### src/rtl/hs32_defs.sv
// ----------------------------------------------------------------------------
// hs32_defs -- constants shared across the HS32 core.
//
//   HS32_WORD       machine word width in bits
//   HS32_INST_STEP  byte distance between consecutive instructions
//   HS32_RESET_PC   default program counter value after reset
//   hs32_word_t     one machine word
//   hs32_next_pc()  sequential successor of a PC, wrapping modulo 2^32
// ----------------------------------------------------------------------------
package hs32_defs;

  localparam int unsigned HS32_WORD      = 32;
  localparam int unsigned HS32_INST_STEP = 4;

  typedef logic [HS32_WORD-1:0] hs32_word_t;

  localparam hs32_word_t HS32_RESET_PC = '0;

  function automatic hs32_word_t hs32_next_pc(input hs32_word_t pc);
    return pc + hs32_word_t'(HS32_INST_STEP);
  endfunction

endpackage

### src/rtl/hs32_fifo.sv
// ----------------------------------------------------------------------------
// hs32_fifo -- small synchronous FIFO used as the fetch prefetch queue and by
// the LSU.
//
// Parameters:
//   DEPTH   number of entries (1 or more)
//   DATA_W  entry width
// Ports:
//   clk     clock, rising edge
//   reset   asynchronous active-low reset
//   push    write din at the tail (ignored when full unless popping too)
//   pop     remove the head entry (ignored when empty)
//   clear   empty the FIFO; overrides push and pop in the same cycle
//   din     write data
//   dout    head entry; while empty it holds the last head value shown
//   count   number of valid entries, 0..DEPTH
// ----------------------------------------------------------------------------
module hs32_fifo
  import hs32_defs::*;
#(
  parameter int unsigned DEPTH  = 2,
  parameter int unsigned DATA_W = HS32_WORD
) (
  input  logic                     clk,
  input  logic                     reset,
  input  logic                     push,
  input  logic                     pop,
  input  logic                     clear,
  input  logic [DATA_W-1:0]        din,
  output logic [DATA_W-1:0]        dout,
  output logic [$clog2(DEPTH):0]   count
);

  localparam int unsigned PTR_W = (DEPTH > 1) ? $clog2(DEPTH) : 1;
  localparam int unsigned CNT_W = $clog2(DEPTH) + 1;

  logic [DATA_W-1:0] mem_q [DEPTH];
  logic [PTR_W-1:0]  wptr_q, wptr_d;
  logic [PTR_W-1:0]  rptr_q, rptr_d;
  logic [CNT_W-1:0]  count_q, count_d;
  logic [DATA_W-1:0] hold_q, hold_d;
  logic              not_empty;
  logic              do_push;
  logic              do_pop;

  // Explicit wrap so non-power-of-two depths also work.
  function automatic logic [PTR_W-1:0] ptr_inc(input logic [PTR_W-1:0] p);
    return (p == PTR_W'(DEPTH - 1)) ? '0 : p + PTR_W'(1);
  endfunction

  always_comb begin
    not_empty = (count_q != '0);
    do_pop    = pop && not_empty;
    // A full FIFO can still accept a push when the head leaves in the same cycle.
    do_push   = push && ((count_q != CNT_W'(DEPTH)) || do_pop);

    wptr_d  = wptr_q;
    rptr_d  = rptr_q;
    count_d = count_q;
    // Track whatever is shown at the head so dout stays put once empty.
    hold_d  = not_empty ? mem_q[rptr_q] : hold_q;

    if (clear) begin
      wptr_d  = '0;
      rptr_d  = '0;
      count_d = '0;
    end else begin
      if (do_push) wptr_d = ptr_inc(wptr_q);
      if (do_pop)  rptr_d = ptr_inc(rptr_q);
      if (do_push && !do_pop)      count_d = count_q + CNT_W'(1);
      else if (do_pop && !do_push) count_d = count_q - CNT_W'(1);
    end
  end

  always_ff @(posedge clk or negedge reset) begin
    if (!reset) begin
      wptr_q  <= '0;
      rptr_q  <= '0;
      count_q <= '0;
      hold_q  <= '0;
    end else begin
      wptr_q  <= wptr_d;
      rptr_q  <= rptr_d;
      count_q <= count_d;
      hold_q  <= hold_d;
    end
  end

  // Storage carries no reset: an entry is only visible after it was written.
  always_ff @(posedge clk) begin
    if (!clear && do_push) mem_q[wptr_q] <= din;
  end

  assign dout  = not_empty ? mem_q[rptr_q] : hold_q;
  assign count = count_q;

endmodule

### src/rtl/hs32_fetch.sv
// ----------------------------------------------------------------------------
// hs32_fetch -- HS32 instruction fetch stage.
//
// Holds the PC, issues word reads on the memory request/ready bus, buffers
// returned words and hands them to decode through the reqd/rdyd handshake.
// A flush from exec discards queued and in-flight work and restarts at newpc.
//
// Build option:
//   HS32_PREFETCH_EN  defined   -> prefetch queue of DEPTH entries
//                     undefined -> single-entry buffer, DEPTH ignored
//
// Parameters:
//   RESET_PC  PC after reset
//   DEPTH     prefetch queue entries (power of two, >= 2)
// Ports:
//   clk    clock, rising edge
//   reset  asynchronous active-low reset
//   flush  one-cycle redirect pulse; newpc sampled with it
//   newpc  redirect target
//   addr   memory read address (the PC register)
//   dtr    memory read data, valid when reqm && rdym
//   reqm   memory read request
//   rdym   memory ready
//   instd  instruction to decode (queue head)
//   rdyd   instd valid
//   reqd   decode takes an instruction
// ----------------------------------------------------------------------------
module hs32_fetch
  import hs32_defs::*;
#(
  parameter hs32_word_t  RESET_PC = HS32_RESET_PC,
  parameter int unsigned DEPTH    = 2
) (
  input  logic                 clk,
  input  logic                 reset,
  input  logic                 flush,
  input  logic [HS32_WORD-1:0] newpc,
  output logic [HS32_WORD-1:0] addr,
  input  logic [HS32_WORD-1:0] dtr,
  output logic                 reqm,
  input  logic                 rdym,
  output logic [HS32_WORD-1:0] instd,
  output logic                 rdyd,
  input  logic                 reqd
);

`ifdef HS32_PREFETCH_EN
  localparam int unsigned QDEPTH = DEPTH;
`else
  localparam int unsigned QDEPTH = 1;
`endif
  localparam int unsigned CNT_W = $clog2(QDEPTH) + 1;

  if (DEPTH < 2 || (DEPTH & (DEPTH - 1)) != 0) begin : g_depth_check
    $error("hs32_fetch: DEPTH must be a power of two and at least 2");
  end

  hs32_word_t        pc_q, pc_d;
  logic [CNT_W-1:0]  count;
  logic              accept;
  logic              pop;

  always_comb begin
    // reset gating drops the request the moment reset asserts, mid-cycle.
    reqm   = reset && !flush && (count < CNT_W'(QDEPTH));
    rdyd   = (count != '0);
    accept = reqm && rdym;
    // Flush discards a pop in the same cycle; the queue clear also overrides it.
    pop    = reqd && rdyd && !flush;

    pc_d = pc_q;
    if (flush)       pc_d = newpc;
    else if (accept) pc_d = hs32_next_pc(pc_q);
  end

  always_ff @(posedge clk or negedge reset) begin
    if (!reset) pc_q <= RESET_PC;
    else        pc_q <= pc_d;
  end

  assign addr = pc_q;

  // Registered storage between dtr and instd: no combinational bypass.
  hs32_fifo #(
    .DEPTH  (QDEPTH),
    .DATA_W (HS32_WORD)
  ) u_queue (
    .clk   (clk),
    .reset (reset),
    .push  (accept),
    .pop   (pop),
    .clear (flush),
    .din   (dtr),
    .dout  (instd),
    .count (count)
  );

endmodule

### config.mk
export PLATFORM = sky130hd
export DESIGN_NAME = hs32_fetch
export DESIGN_NICKNAME = d
export VERILOG_FILES = /design/src/rtl/hs32_defs.sv /design/src/rtl/hs32_fifo.sv /design/src/rtl/hs32_fetch.sv
export SDC_FILE = /design/constraint.sdc
export NUM_CORES = 1
export LEC_CHECK = 0
export BUFFER_PORTS_ARGS = -buffer_cell sky130_fd_sc_hd__buf_2
export CAP_MARGIN = 20
export CORE_MARGIN = 10
export CORE_UTILIZATION = 50
export DETAILED_ROUTE_END_ITERATION = 12
export GPL_ROUTABILITY_DRIVEN = 0
export GPL_TIMING_DRIVEN = 1
export PLACE_DENSITY = 0.8
export SETUP_SLACK_MARGIN = 0.1
export SYNTH_ARGS = -nofsm -noshare
export SYNTH_HDL_FRONTEND = slang
export SYNTH_SLANG_ARGS = --single-unit
### constraint.sdc
create_clock -name clk -period 3 [get_ports clk]
set_input_delay 0 -clock clk [delete_from_list [all_inputs] [get_ports clk]]
set_output_delay 0 -clock clk [all_outputs]
set_load 0.005 [all_outputs]
==> Word-level counts from Yosys, hierarchy flattened <==
Memories as Yosys holds them, arrays and structs flattened.
Index checks and enable logic that the tools add are counted.
{ "word_totals": {"register_bits": 65, "ram_bits": 32, "inputBits": 69, "output_inout_bits": 66, "word_cells": 33, "n_memories": 1} }
{ "classes": {"n_addsub": 3, "n_lt_le_gt_ge": 1, "n_mux": 8, "n_bitwise": 1, "reduce_logical": 16} }
{ "memory_table": {"columns": ["memory", "depth", "word_bits", "read_ports", "rd_clocked_by_memory_dff", "wr", "line", "rtl"], "rows": [
  ["u_queue.mem_q", 1, 32, 1, 0, 1, "hs32_fifo.sv:37", "logic [DATA_W-1:0] mem_q [DEPTH];"]
]} }
{ "ops": {"columns": ["operator", "count"], "rows": [
  ["32-bit 2-to-1 mux", 3],
  ["32-bit by 3-bit adder with 32-bit output (second input constant)", 1],
  ["1-bit logical AND", 10],
  ["1-bit 2-to-1 mux", 5],
  ["1-bit zero test", 3],
  ["3-bit nonzero test", 1],
  ["2-bit nonzero test", 1],
  ["1-bit adder (second input constant)", 1],
  ["1-bit logical OR", 1],
  ["1-bit < comparator (second input constant)", 1],
  ["1-bit inverter", 1],
  ["1-bit subtractor (second input constant)", 1]
]} }

==> Logic depth before layout (Yosys ltp) <==
Gate-level depths: netlist (run 1).
{ "depth": {"word_depth": 10, "depth_mapped": 7, "mapped_depth_nobuf": 6} }

==> By module <==
A second synthesis (run 1) with hierarchy kept.
{ "unflattened": {"hier_cells": 315, "hier_area_um2": 4260.3} }
{ "modules_own_cells": {"columns": ["module", "n_inst", "cells_each", "area_per_inst_um2", "seq_area_each_um2"], "rows": [
  ["hs32_fifo", 1, 104, 2354.8, 1786.7],
  ["hs32_fetch", 1, 211, 1905.6, 800.8]
]} }

==> Worst setup path after synthesis (run 1) <==
OpenSTA, ideal clock, no wires.
{ "synth_path": {"path_type": "reg-to-reg", "start": "register u_queue.count_q (netlist: u_queue.count)", "end": "register pc_q[16] (netlist: addr[16])", "setup_ps": 146, "t_arrival_ps": 2007, "t_required_ps": 2854, "path_slack_ps": 847, "path_stages_with_launch": 7, "path_buffers": 1, "synth_period_minus_slack_ps": 2153, "cell_sequence": "dfrtp_1 -> buf_6 -> nand4bb_4 -> inv_1 -> nand4_1 -> o21ai_0 -> o311ai_0"} }
{ "synth_via": {"elab_chain_len": 4} }
{ "synth_lines": {"columns": ["element", "line", "rtl"], "rows": [
  ["start: declaration", "hs32_fifo.sv:40", "logic [CNT_W-1:0] count_q, count_d;"],
  ["start signal: assignment", "hs32_fifo.sv:84", "count_q <= count_d;"],
  ["1-bit < comparator", "hs32_fetch.sv:65", "reqm = reset && !flush && (count < CNT_W'(QDEPTH));"],
  ["1-bit logical AND", "hs32_fetch.sv:65", null],
  ["1-bit logical AND", "hs32_fetch.sv:67", "accept = reqm && rdym;"],
  ["2-bit nonzero test (no line)", null, null],
  ["end signal: assignment", "hs32_fetch.sv:78", "else pc_q <= pc_d;"],
  ["end: declaration", "hs32_fetch.sv:58", "hs32_word_t pc_q, pc_d;"]
]} }
Every way passes these cells.
A chain may end at the register's enable or synchronous reset.

==> Worst setup path after layout (run 1) <==
{ "layout_path": {"start": "register pc_q[6] (netlist: addr[6])", "end": "register pc_q[25] (netlist: addr[25])"} }
{ "layout_via": {"elab_chain_len": 3} }
{ "layout_lines": {"columns": ["element", "line", "rtl"], "rows": [
  ["32-bit by 3-bit adder with 32-bit output", "hs32_defs.sv:20", "return pc + hs32_word_t'(HS32_INST_STEP);"],
  ["32-bit 2-to-1 mux", "hs32_fetch.sv:73", "else if (accept) pc_d = hs32_next_pc(pc_q);"],
  ["32-bit 2-to-1 mux", "hs32_fetch.sv:72", "if (flush) pc_d = newpc;"]
]} }
Every way passes these cells. The select of a mux whose other input is x is not followed.

==> flow_summary_export.csv, run 1 <==
group,metric,value,unit
setup_path,crit_cells,5,
drt,wl_per_cell,18.3,um
die,die_y,111,um
setup_path,reg2reg_from,"addr[6]",
drt,wl,11300,um
setup_path,r2r-end,"addr[25]",
synth,yosysTopAreaCell,"dfrtp_1",
flow_run,cap_violations,0,
drt,met3RoutedLength,889,um
drt,post-route-drc-count,0,
synth,synth_common_cells,"dfrtp_1 (65), nand2_1 (37), mux2_2 (35), edfxtp_1 (32), o21ai_0 (24)",
drt,m1WireLength,4700,um
setup_path,cp_top_family,"simple AND/OR/NAND/NOR gates",
synth,yosysMostFrequentCell,"dfrtp_1",
setup_path,reg2reg_setup_slack,1.05,ns
sta,hold_viol_final,0,
setup_path,cp-endpoint,"addr[25]",
synth,ys.flop_type,"dfrtp_1",
power_and_ir_drop,power_density,518,nW/um^2
synth,synth_cell_types,42,
drt,top_layer_used,"met4",
drt,first_pass_iters,4,
placement,io_buffers,134,
status,status,"completed",
placement,dp_cells,535,
global_routing,grt_start_max_net_pins,64,
synth,synth_edf_count,32,
clock_network,cts_hold_buffers,66,
synth,avgSynthCellArea,13.3,sq um
drt,vias,3228,
clock_network,htree_num_levels,3,
setup_path,cpPeakStageDelay,0.57,ns
placement,hpwl,7270,um
sta,setup-violations-final,0,
synth,yosys-top-cells-area,"dfrtp_1 (40%), edfxtp_1 (23%), mux2_2 (9.6%), xor2_1 (3.4%), nand2_1 (3.4%)",
synth,ys_warn_count,0,
synth,synth_fp_nets,377,
layout,layout.nets,580,
setup_path,r2r_cells,5,
sta,clock_skew,0.0115,ns
drt,drt-initial-drc-count,113,
die,ioPinCount,135,
synth,syn-cell-area,4100,sq um
die,fp.dieArea,12200,sq um
clock_network,cts_tree,"done",
sta,min_period_over_period,0.649,
global_routing,grt_overflow,0,
global_routing,antenna_found_initial,0,
setup_path,critPathKind,"reg -> reg",
power_and_ir_drop,ir_drop,0.000387,V
clock_network,cts_setup_buffers,0,
global_routing,grt_pass1_vias,3505,
die,core,7850,sq um
clock_network,cts_root_buf,"clkbuf_8",
layout,final_core_util,0.729,
clock_network,clock_latency,0.36,ns
min_path,hp-start,"rdym",
drt,viasPerCell,5.23,
setup_path,critPathArrivalTime,2.20,ns
clock_network,clk_pin_slew_worst_paths,0.10,ns
clock_network,cts_inserted_buffers,9,
synth,seq_area_frac_synth,0.632,
die,fp-row-count,32,
sta,fin_crit,1.95,ns
sta,tns,0,ns
drt,met2_length,5510,um
setup_path,required,3.26,ns
layout,fillers,538,
setup_path,endpoint_kind,"flip-flop",
layout,drive_gt1_frac,0.392,
min_path,min_path_type,"in -> reg",
sta,fmax,514,MHz
power_and_ir_drop,leakagePower,0.00251,uW
layout,num_antenna_cells,0,
layout,areaGrowthSynthToFinish,39.6,%
synth,synth_top_area_frac,0.397,
sta,worst_pin_slew,0.569,ns
setup_path,path_cells,"nand3_4 -> nor4_4 -> nand4_1 -> xnor2_1 -> mux2_2",
setup_path,cp_slowest_cell,"nor4_4",
setup_path,startpoint,"addr[6]",
layout,stdcell_count,617,
clock_network,clockBufferDepth,2,
global_routing,grt_pass1_wl,18400,um
die,die_x,111,um
synth,syn_inst,307,
clock_network,cts.repair.resized,0,
sta,rsz0062_at_grt,"false",
sta,final-max-slew-violation-count,0,
setup_path,worstSetupStartpointType,"flip-flop",
drt,postRouteAntennaNets,0,
setup_path,crit_buf_inv,0,
sta,relSlewSlack,0.618,
die,start_util,0.522,
setup_path,path_max_fanout,8,
global_routing,grt_usage,0.181,
clock_network,cts_num_sinks,97,
synth,synthArstFlopShare,0.670,
synth,ys_ff_latch,97,
-- sequential cells by signal, summed over array words and instances, names as in the netlist --
name	flops
addr	32
u_queue.count	1
u_queue.hold_q	32
u_queue.mem_q	32
-- worst min path at each step --
stage	endpoint	slack, ns	depth (start not counted)
2_1_floorplan	addr[0]	-0.30	0
3_5_place_dp	addr[19]	-0.02	1
4_1_cts	u_queue.count	0.02	3
5_1_grt	u_queue.count	0.03	3
3_3_place_gp	addr[19]	-0.02	1
6_report	u_queue.count	0.02	3
-- report_power, final --
| group | leakage [uW] | total, uW | internal, uW | switching [uW] |
|---|---|---|---|---|
| combinational | 0.00134 | 557 | 299 | 257 |
| clock | 0.0000953 | 810 | 318 | 492 |
| sequential | 0.00107 | 1600 | 1510 | 86.2 |
| total | 0.00251 | 2960 | 2130 | 836 |
-- logic make-up after synthesis --
kind of cell             Yosys count  synth area share
AO/OA/AOI/OAI                     35            0.0513
multiplexers                      36            0.0987
adder cells (fa/ha/maj)            1           0.00305
buffers and inverters             15            0.0162
AND/OR/NAND/NOR                  101             0.152
flip-flops                        97             0.632
XOR/XNOR                          22            0.0470
-- stage by stage --
stage | power, uW | worst slack (ns) | hold slack [ns] | instance area [sq um]
global placement | 2080 | 1.16 | -0.0187 | 4870
detailed placement | 2100 | 1.09 | -0.0177 | 4870
global route | 3100 | 0.874 | 0.0295 | 5720
finish | 2960 | 1.05 | 0.0244 | 5720
floorplan | 1830 | 0.847 | -0.296 | 4100
CTS | 2970 | 1.05 | 0.0168 | 5720
-- worst register-to-register path, stage by stage (launching register included) --
cell and delay, ns:
dfrtp_1 0.49, nand3_4 0.16, nor4_4 0.57, nand4_1 0.20, xnor2_1 0.17, mux2_2 0.25
-- cell usage in the layout, fill, tap and decap left out, types with 2 or more instances in the layout --
cell,netlist,final
buf_2,2,133
dlygate4sd3_1,0,66
dfrtp_1,65,65
nand2_1,37,37
mux2_2,35,35
edfxtp_1,32,32
o21ai_0,24,24
xor2_1,16,16
nand4_1,12,12
nand3_1,12,12
clkbuf_8,0,9
nor2_1,8,8
xnor2_1,6,6
buf_4,0,5
and3_1,4,4
nor2b_1,4,4
inv_1,3,3
nor3b_1,3,3
nor4_4,3,3
clkinv_4,0,3
and2_1,2,2
nor3_1,2,2
or2_2,2,2
nand4_2,2,2
o211ai_1,2,2
o311ai_1,2,2
o21ai_1,2,2
o311ai_0,2,2
inv_8,0,2
-- final cells by class --
class / instances / area (sq um) / area share
clock inverters: 7 / 61.3 / 0.0107
clock buffers: 9 / 124 / 0.0217
inverters: 3 / 11.3 / 0.00197
flip-flops and latches: 97 / 2590 / 0.453
multi-input cells: 195 / 1440 / 0.252
well taps: 102 / 128 / 0.0223
repair buffers: 204 / 1360 / 0.239
-- layer usage --
metal	GRT usage	vias to the layer above
li1	-	1512
met1	0.217	1564
met2	0.298	135
met3	0.0632	17
met4	0.0596	0
met5	0	-
Note: power is estimated with default switching activity, not from simulation.
==> run 2: changes to the inputs <==
==> constraint.sdc (replaced) <==
create_clock -name clk -period 2 [get_ports clk]
set_input_delay 0 -clock clk [delete_from_list [all_inputs] [get_ports clk]]
set_output_delay 0 -clock clk [all_outputs]
set_load 0.005 [all_outputs]
==> flow_summary_export.csv, run 2 (synthesized netlist as in run 1, its figures left out) <==
group,metric,value,unit
sta,relSlewSlack,0.455,
sta,tns,0,ns
sta,min_period_over_period,0.888,
power_and_ir_drop,leakagePower,0.00254,uW
power_and_ir_drop,power_density,774,nW/um^2
placement,io_buffers,134,
global_routing,grt_pass1_vias,3596,
drt,drt-initial-drc-count,157,
setup_path,reg2reg_setup_slack,0.22,ns
sta,clock_skew,0.0101,ns
setup_path,cp_top_family,"simple AND/OR/NAND/NOR gates",
drt,vias,3251,
die,die_x,111,um
layout,drive_gt1_frac,0.408,
global_routing,antenna_found_initial,0,
die,fp-row-count,32,
sta,worst_pin_slew,0.818,ns
die,start_util,0.522,
sta,setup-violations-final,0,
global_routing,grtUsageMet3,0.0821,
clock_network,htree_num_levels,3,
layout,layout.nets,589,
setup_path,path_common_cell,"nand4_1",
global_routing,grt_usage,0.183,
sta,fmax,563,MHz
clock_network,clock_latency,0.36,ns
setup_path,required,2.28,ns
drt,post-route-drc-count,0,
setup_path,path_max_fanout,6,
die,ioPinCount,135,
setup_path,worstSetupStartpointType,"flip-flop",
clock_network,clk_pin_slew_worst_paths,0.09,ns
min_path,min_path_type,"in -> async",
sta,whs,0.0318,ns
layout,areaGrowthSynthToFinish,41.8,%
flow_run,cap_violations,0,
status,status,"completed",
layout,multi_input_area,1440,sq um
setup_path,critPathKind,"reg -> reg",
setup_path,crit_buf_inv,0,
global_routing,grt_start_max_net_pins,65,
global_routing,grt_use_met1,0.217,
global_routing,grt_pass1_wl,18600,um
sta,fin_crit,1.78,ns
global_routing,grtUsageMet2,0.298,
die,core,7850,sq um
setup_path,reg2reg_from,"addr[20]",
setup_path,r2r_cells,5,
clock_network,cts_root_buf,"clkbuf_8",
layout,final_common_cell,"buf_2",
drt,wl,11300,um
setup_path,cpPeakStageDelay,0.48,ns
drt,viasPerCell,5.19,
placement,hpwl,7180,um
layout,seqCellArea,2590,sq um
layout,fillers,515,
layout,num_antenna_cells,0,
clock_network,cts_num_sinks,97,
setup_path,r2r-end,"addr[29]",
power_and_ir_drop,ir_drop,0.000564,V
setup_path,endpoint_kind,"flip-flop",
setup_path,cp_slowest_cell,"nor4_1",
clock_network,clockBufferDepth,2,
drt,wl_per_cell,18.1,um
layout,final_cell_mix,"buf_2 (133), dlygate4sd3_1 (66), dfrtp_1 (63), nand2_1 (37), mux2_2 (35)",
sta,final-max-slew-violation-count,0,
global_routing,grt_overflow,0,
global_routing,busiest_layer,"met2",
clock_network,cts_inserted_buffers,9,
setup_path,path_cells,"nand4_1 -> nor4_1 -> nand4_1 -> xor2_1 -> o21ai_0",
sta,hold_viol_final,0,
drt,postRouteAntennaNets,0,
die,fp.dieArea,12200,sq um
setup_path,critPathArrivalTime,2.06,ns
die,die_y,111,um
sta,rsz0062_at_grt,"false",
clock_network,cts_tree,"done",
drt,first_pass_iters,4,
==> run 2: metrics by stage <==
| stage | instances | power (uW) | cell area [sq um] | utilization | worst slack (ns) |
|---|---|---|---|---|---|
| CTS | 624 | 4500 | 5790 | 0.738 | 0.206 |
| finish | 626 | 4490 | 5810 | 0.740 | 0.225 |
| detailed placement | 540 | 3160 | 4910 | 0.626 | 0.103 |
| global route | 626 | 4720 | 5810 | 0.740 | 0.113 |
| floorplan | 307 | 2750 | 4100 | - | 0.200 |
| global placement | 540 | 3130 | 4910 | 0.626 | 0.141 |
==> run 2: worst max-delay path by stage <==
stage | startpoint | endpoint | slack, ns | cells past startpoint
6_report | addr[20] | addr[29] | 0.22 | 5
2_1_floorplan | u_queue.count | addr[16] | 0.20 | 6
5_1_grt | addr[20] | addr[29] | 0.11 | 5
4_1_cts | addr[12] | addr[24] | 0.21 | 5
3_3_place_gp | addr[6] | addr[25] | 0.14 | 5
3_5_place_dp | addr[6] | addr[25] | 0.10 | 5
==> run 2: timing repair <==
item,CTS,global route
setup buffers,2,2
endpoints found under the hold margin,130,0
hold buffers,66,0
pin swaps,1,1
setup endpoints to repair,2,4
gates resized for setup,0,3
==> run 2: layout make-up <==
class                   count  area share
flip-flops and latches     97       0.446
multi-input cells         195       0.248
repair buffers            213       0.246
clock buffers              12      0.0287
well taps                 102      0.0220
clock inverters             4     0.00582
inverters                   3     0.00259
==> run 2: power breakdown <==
part           leakage (uW)  switching (uW)  internal [uW]
registers           0.00107             120           2270
clock network     0.0000983             688            572
logic               0.00138             388            459
total               0.00254            1200           3300
==> run 2: per-layer routing <==
layer,up-vias,part of all wire
met5,-,0
met3,13,0.081
met4,0,0.014
met1,1583,0.42
li1,1533,-
met2,122,0.49
